$ cat config.mk
export PLATFORM = sky130hd
export DESIGN_NAME = relu_maxpool2x2_flat
export DESIGN_NICKNAME = d
export VERILOG_FILES = /design/src/rtl/relu_maxpool2x2_pkg.sv /design/src/rtl/relu_maxpool2x2_if.sv /design/src/rtl/relu_maxpool2x2_relu_requant.sv /design/src/rtl/relu_maxpool2x2.sv /design/src/flat_wrapper.sv
export SDC_FILE = /design/constraint.sdc
export NUM_CORES = 1
export LEC_CHECK = 0
export CORE_MARGIN = 2
export CORE_UTILIZATION = 50
export CTS_CLUSTER_DIAMETER = 100
export DETAILED_ROUTE_END_ITERATION = 10
export PLACE_DENSITY = 0.71
export REMOVE_ABC_BUFFERS = 1
export SYNTH_ARGS = -nofsm -noshare
export SYNTH_HDL_FRONTEND = slang
export SYNTH_SLANG_ARGS = --single-unit
$ cat constraint.sdc
create_clock -name clk -period 3.7 [get_ports clk]
set_clock_uncertainty 0.05 [all_clocks]
set_input_delay 0.74 -clock clk [delete_from_list [all_inputs] [get_ports clk]]
set_output_delay 0.74 -clock clk [all_outputs]
set_load 0.02 [all_outputs]
$ cat src/rtl/relu_maxpool2x2_pkg.sv
// Shared constants for the ReLU + requantize + 2x2 max-pool stage that sits
// after the 3x3 convolution engine.
package pool_pkg;

  localparam int DEF_IN_W  = 32;
  localparam int DEF_OUT_W = 16;
  localparam int DEF_MAP_W = 26;
  localparam int DEF_MAP_H = 26;
  localparam int DEF_SHIFT = 12;

  localparam int POOL_W = DEF_MAP_W / 2;
  localparam int POOL_H = DEF_MAP_H / 2;

  // Counter width for a range of n values, kept at least one bit wide.
  function automatic int cnt_w(input int n);
    return (n < 2) ? 1 : $clog2(n);
  endfunction

  localparam int COL_W = cnt_w(DEF_MAP_W);
  localparam int ROW_W = cnt_w(DEF_MAP_H);
  localparam int LB_AW = cnt_w(POOL_W);

  localparam logic [DEF_OUT_W-1:0] OUT_MAX = {1'b0, {(DEF_OUT_W-1){1'b1}}};

endpackage

$ cat src/rtl/relu_maxpool2x2_if.sv
// Sample stream between the conv engine, this pooling stage and the next layer.
interface relu_maxpool2x2_if
  import pool_pkg::*;
#(
  parameter int IN_W  = DEF_IN_W,
  parameter int OUT_W = DEF_OUT_W
);
  logic signed [IN_W-1:0]  data_in;
  logic                    in_valid;
  logic        [OUT_W-1:0] data_out;
  logic                    out_valid;
  logic                    frame_done;

  modport master (
    output data_in, in_valid,
    input  data_out, out_valid, frame_done
  );

  modport slave (
    input  data_in, in_valid,
    output data_out, out_valid, frame_done
  );
endinterface

$ cat src/rtl/relu_maxpool2x2_relu_requant.sv
// ReLU followed by an arithmetic right shift and saturation into the
// non-negative half of an OUT_W-bit word.
module relu_requant
  import pool_pkg::*;
#(
  parameter int IN_W  = DEF_IN_W,
  parameter int OUT_W = DEF_OUT_W,
  parameter int SHIFT = DEF_SHIFT
) (
  input  logic signed [IN_W-1:0]  data_i,
  output logic        [OUT_W-1:0] q_o
);

  localparam logic [IN_W-1:0] SAT = IN_W'((64'd1 << (OUT_W - 1)) - 64'd1);

  logic [IN_W-1:0] shifted;

  always_comb begin
    shifted = IN_W'(data_i >>> SHIFT);
    if (data_i[IN_W-1]) begin
      q_o = '0;
    end else if (shifted > SAT) begin
      q_o = SAT[OUT_W-1:0];
    end else begin
      q_o = shifted[OUT_W-1:0];
    end
  end

endmodule

$ cat src/rtl/relu_maxpool2x2.sv
// Raster-order 2x2/stride-2 max-pool over requantized conv results; one
// registered output strobe per completed window.
module relu_maxpool2x2
  import pool_pkg::*;
#(
  parameter int IN_W  = DEF_IN_W,
  parameter int OUT_W = DEF_OUT_W,
  parameter int MAP_W = DEF_MAP_W,
  parameter int MAP_H = DEF_MAP_H,
  parameter int SHIFT = DEF_SHIFT
) (
  input  logic clk,
  input  logic reset_n,
  relu_maxpool2x2_if.slave bus
);

  localparam int PW   = MAP_W / 2;
  localparam int PH   = MAP_H / 2;
  localparam int CW   = cnt_w(MAP_W);
  localparam int RW   = cnt_w(MAP_H);
  localparam int AW   = cnt_w(PW);
  localparam logic [CW-1:0] COL_END  = CW'(MAP_W - 1);
  localparam logic [RW-1:0] ROW_END  = RW'(MAP_H - 1);
  localparam logic [CW-1:0] COL_LAST = CW'(2 * PW - 1);
  localparam logic [RW-1:0] ROW_LAST = RW'(2 * PH - 1);

  logic [CW-1:0]    col_q, col_d;
  logic [RW-1:0]    row_q, row_d;
  logic [OUT_W-1:0] hold_q, hold_d;
  logic [OUT_W-1:0] dout_q, dout_d;
  logic             ov_q, ov_d;
  logic             fd_q, fd_d;
  logic [OUT_W-1:0] lbuf_q [PW];

  logic [OUT_W-1:0] q;
  logic [OUT_W-1:0] pm;
  logic [OUT_W-1:0] lb_rd;
  logic [AW-1:0]    lb_idx;
  logic             lb_we;

  relu_requant #(
    .IN_W  (IN_W),
    .OUT_W (OUT_W),
    .SHIFT (SHIFT)
  ) u_requant (
    .data_i (bus.data_in),
    .q_o    (q)
  );

  assign lb_idx = AW'(col_q >> 1);
  assign lb_rd  = lbuf_q[lb_idx];
  assign pm     = (q > hold_q) ? q : hold_q;

  // Odd trailing column/row fall through naturally: an even column only
  // loads hold, and an even row only fills the line buffer.
  always_comb begin
    col_d  = col_q;
    row_d  = row_q;
    hold_d = hold_q;
    dout_d = dout_q;
    ov_d   = 1'b0;
    fd_d   = 1'b0;
    lb_we  = 1'b0;
    if (bus.in_valid) begin
      if (col_q == COL_END) begin
        col_d = '0;
        row_d = (row_q == ROW_END) ? '0 : row_q + 1'b1;
      end else begin
        col_d = col_q + 1'b1;
      end
      if (!col_q[0]) begin
        hold_d = q;
      end else if (!row_q[0]) begin
        lb_we = 1'b1;
      end else begin
        dout_d = (lb_rd > pm) ? lb_rd : pm;
        ov_d   = 1'b1;
        fd_d   = (row_q == ROW_LAST) && (col_q == COL_LAST);
      end
    end
  end

  always_ff @(posedge clk or negedge reset_n) begin
    if (!reset_n) begin
      col_q  <= '0;
      row_q  <= '0;
      hold_q <= '0;
      dout_q <= '0;
      ov_q   <= 1'b0;
      fd_q   <= 1'b0;
    end else begin
      col_q  <= col_d;
      row_q  <= row_d;
      hold_q <= hold_d;
      dout_q <= dout_d;
      ov_q   <= ov_d;
      fd_q   <= fd_d;
    end
  end

  // Every entry is written on an even row before the odd row reads it,
  // so the line buffer needs no reset.
  always_ff @(posedge clk) begin
    if (lb_we) lbuf_q[lb_idx] <= pm;
  end

  assign bus.data_out   = dout_q;
  assign bus.out_valid  = ov_q;
  assign bus.frame_done = fd_q;

endmodule

$ cat src/flat_wrapper.sv
// flat-port wrapper written by rule: the top's interface ports become plain ports
module relu_maxpool2x2_flat import pool_pkg::*;
#(
  parameter int IN_W  = DEF_IN_W,
  parameter int OUT_W = DEF_OUT_W,
  parameter int MAP_W = DEF_MAP_W,
  parameter int MAP_H = DEF_MAP_H,
  parameter int SHIFT = DEF_SHIFT
)
  (clk, reset_n, bus_data_in, bus_in_valid, bus_data_out, bus_out_valid, bus_frame_done);
  relu_maxpool2x2_if #(.IN_W(IN_W), .OUT_W(OUT_W)) bus_i ();
  input  logic clk;
  input  logic reset_n;
  input wire logic [$bits(bus_i.data_in)-1:0] bus_data_in;
  input wire logic [$bits(bus_i.in_valid)-1:0] bus_in_valid;
  output wire logic [$bits(bus_i.data_out)-1:0] bus_data_out;
  output wire logic [$bits(bus_i.out_valid)-1:0] bus_out_valid;
  output wire logic [$bits(bus_i.frame_done)-1:0] bus_frame_done;
  assign bus_i.data_in = bus_data_in;
  assign bus_i.in_valid = bus_in_valid;
  assign bus_data_out = bus_i.data_out;
  assign bus_out_valid = bus_i.out_valid;
  assign bus_frame_done = bus_i.frame_done;
  relu_maxpool2x2 #(.IN_W(IN_W), .OUT_W(OUT_W), .MAP_W(MAP_W), .MAP_H(MAP_H), .SHIFT(SHIFT)) u_core (.clk(clk), .reset_n(reset_n), .bus(bus_i));
endmodule
==> results.sh <==
export IMPL_status="complete, but fails checks"
export IMPL_failed_checks="negative setup slack"
export IMPL_synth_top_cell_by_area="edfxtp_1"
export IMPL_drc_errors=0
export IMPL_rsz0062_at_grt="yes"
export IMPL_drtAntennaViolNets=0
export IMPL_synthArstFlopShare=0.1746
export IMPL_cts_hold_fix_buffers=0
export IMPL_htree_levels=1
export IMPL_min_period_ps=4712
export IMPL_critPathCaptureType="register"
export IMPL_dr_pass1_iters=5
export IMPL_yosysWarnings=0
export IMPL_maxSlewViolCount=0
export IMPL_die_h_um=151.6
export IMPL_cts_buffers_inserted=26
export IMPL_setup_viol=56
export IMPL_synth_seq_cells=252
export IMPL_core_mm2=0.02162
export IMPL_min_path_type="input pin to asynchronous set/reset pin"
export IMPL_synthCells=646
export IMPL_drv_cap=0
export IMPL_timing_final_crit_share=1.273
export IMPL_via_per_inst=5.981
export IMPL_dp_cells=1048
export IMPL_cp_data_arrival_time_ps=5100
export IMPL_p_leak_uw=0.005135
export IMPL_fmax_mhz=212.2
export IMPL_synth_common_cells="edfxtp_1, mux4_2, nor2_1"
export IMPL_cts_path_max_buffers=3
export IMPL_fp_dieArea_mm2=0.02299
export IMPL_syn_to_final_growth_pct=31.94
export IMPL_grt_use_total=0.2362
export IMPL_grt_ovfl_total=0
export IMPL_clk_latency_ps=530
export IMPL_io_buffers=40
export IMPL_place_congestion=0.8504
export IMPL_routed_wirelength_um=27610
export IMPL_die_width_um=151.6
export IMPL_drtIter0Drc=746
export IMPL_ios=53
export IMPL_dp_hpwl_um=16580
export IMPL_yosysMostFrequentCell="edfxtp_1"
export IMPL_max_slew_margin=0.2112
export IMPL_grt_start_max_net_pins=35
export IMPL_worst_slew_pin_slew_ps=1183
export IMPL_critPathLaunchType="input pin"
export IMPL_clockRootBuffer="clkbuf_16"
export IMPL_design_area_mm2=0.01437
export IMPL_row_count=54
export IMPL_ys_seq_area_frac=0.6744
export IMPL_irDropWorstVdd_v=0.0005106
export IMPL_setup_ws_ps=-1012
export IMPL_diodes=0
export IMPL_layout_drive_gt1_share=0.4277
export IMPL_final_cells=1131
export IMPL_cts_sinks=252
export IMPL_dpl_instance_area_mm2=0.01248
export IMPL_avgSynthCellArea_um2=16.86
export IMPL_tritoncts="built"
export IMPL_path_class="input pin to register"
export IMPL_grt_pass1_wl_um=39830
export IMPL_powerDensity_mw_per_mm2=712.9
export IMPL_vias=6765
export IMPL_finalHoldViolations=0
export IMPL_netlist_area_mm2=0.01089
export IMPL_synthTopCellsByArea="edfxtp_1, mux4_2, dfrtp_1"
export IMPL_synth_distinct_cells=45
export IMPL_fin_tns_setup_ps=-17360
export IMPL_synth_edf_count=208
export IMPL_cts_clk_slew_worst_paths_ps=60
export IMPL_yosysTopAreaCellShare=0.5733
export IMPL_antenna_found_initial=0
export IMPL_critical_path_required_ps=4090
export IMPL_initial_core_util=0.5039
export IMPL_critical_path_max_fanout=8
export IMPL_synthFlopType="edfxtp_1"
export IMPL_nets=904
export IMPL_wl_per_cell_um=24.41
export IMPL_grt_pass1_vias=6888
-- metal layers --
metal / global-route usage / part of all wire
met1: 0.3274 / 0.40
met2: 0.3939 / 0.50
met3: 0.02695 / 0.071
met4: 0.08287 / 0.034
met5: 0 / 0
-- flip-flops by register name, summed over array words and instances, names as in the netlist --
| name | cells |
|---|---|
| u_core.bus.data_out | 16 |
| u_core.bus.frame_done | 1 |
| u_core.bus.out_valid | 1 |
| u_core.col_q | 5 |
| u_core.hold_q | 16 |
| u_core.lbuf_q | 208 |
| u_core.row_q | 5 |
-- final timing paths --
| path | startpoint | end | slack [ps] | cells after the start |
|---|---|---|---|---|
| setup / recovery | bus_data_in[29] | u_core.bus.data_out[14] | -1010 | 24 |
| hold / removal | reset_n | u_core.hold_q[5] | 250 | 1 |
| setup reg to reg | u_core.hold_q[13] | u_core.bus.data_out[14] | -140 | 19 |
| hold reg to reg | u_core.bus.data_out[1] | u_core.bus.data_out[1] | 530 | 2 |
| max in group asynchronous | reset_n | u_core.bus.data_out[0] | 2670 | 2 |
| min in group clk | u_core.bus.data_out[1] | u_core.bus.data_out[1] | 530 | 2 |
-- power breakdown --
part	switching [uW]	total [uW]	leakage (uW)	internal, uW
Clock	1040	2580	0.000409	1550
Sequential	223	3680	0.00244	3460
Combinational	2030	3990	0.00229	1960
Total	3290	10200	0.00514	6960
-- area by class of cell --
| type | instances | area [um^2] |
|---|---|---|
| repair buffers | 177 | 1663 |
| clock buffers | 36 | 709.4 |
| clock inverters | 10 | 130.1 |
| inverters | 39 | 195.2 |
| well taps | 280 | 350.3 |
| multi-input cells | 324 | 3876 |
| fillers | 1396 | 7247 |
| repair inverters | 13 | 97.59 |
| flip-flops and latches | 252 | 7352 |
-- stage by stage --
| stage | utilization | total power, uW | hold slack [ps] | setup WS (ps) |
|---|---|---|---|---|
| after detailed placement | 0.5770 | 6942 | 469.1 | -2401 |
| after floorplan | - | 5573 | 394.4 | -1574 |
| after CTS | 0.6443 | 9903 | 268.4 | -1016 |
| after global routing | 0.6648 | 10680 | 305.9 | -1159 |
| final | 0.6648 | 10250 | 245.4 | -1012 |
| after global placement | 0.5770 | 6798 | 455.9 | -2163 |
-- cell families after synthesis --
kind of cell,after synthesis,synth area share
flip-flops,252,0.6744
AND/OR/NAND/NOR,122,0.05352
AO/OA/AOI/OAI,84,0.05283
multiplexers,81,0.1480
buffers and inverters,70,0.02952
adder cells (fa/ha/maj),36,0.04135
other,1,0.0003442
-- layout by cell type (no fill, tap or decap), drive strengths merged, types with 2 or more instances in the layout --
cell type	count
a22o	2
nand3	6
dfrtp	44
o21ai	26
o211ai	2
nand4	4
and3	2
clkdlybuf4s50	35
nand2	33
ha	36
clkinvlp	26
nor3	11
buf	141
mux2i	16
or4	3
o22ai	2
nand2b	8
inv	27
mux4	64
and2	2
a22oi	16
clkbuf	36
o31ai	14
bufinv	3
clkinv	6
a21oi	12
a2111oi	2
a21o	3
edfxtp	208
a211oi	3
nor2	47
-- worst max-delay path: stages --
cell and delay, ps:
buf_6 90, or4_4 540, buf_8 160, buf_12 140, nor2_4 120, nor2_4 60, ha_4 270, nand4_4 160
nor4_4 340, o21ai_2 110, a32oi_4 250, buf_12 180, buf_12 120, mux2i_4 250, ha_4 240, buf_6 110
a21oi_2 130, nor2_1 70, o41ai_2 320, buf_4 180, a21oi_1 80, nand2b_4 160, buf_6 150, o21ai_1 130
-- repair_timing --
item	4_1_cts	5_1_grt
resized for setup	105	79
pin swaps	28	29
setup buffers	12	17
hold endpoints to repair	0	0
gates cloned	3	12
endpoints found under the setup margin	224	194
Note: power is estimated with default switching activity, not from simulation.
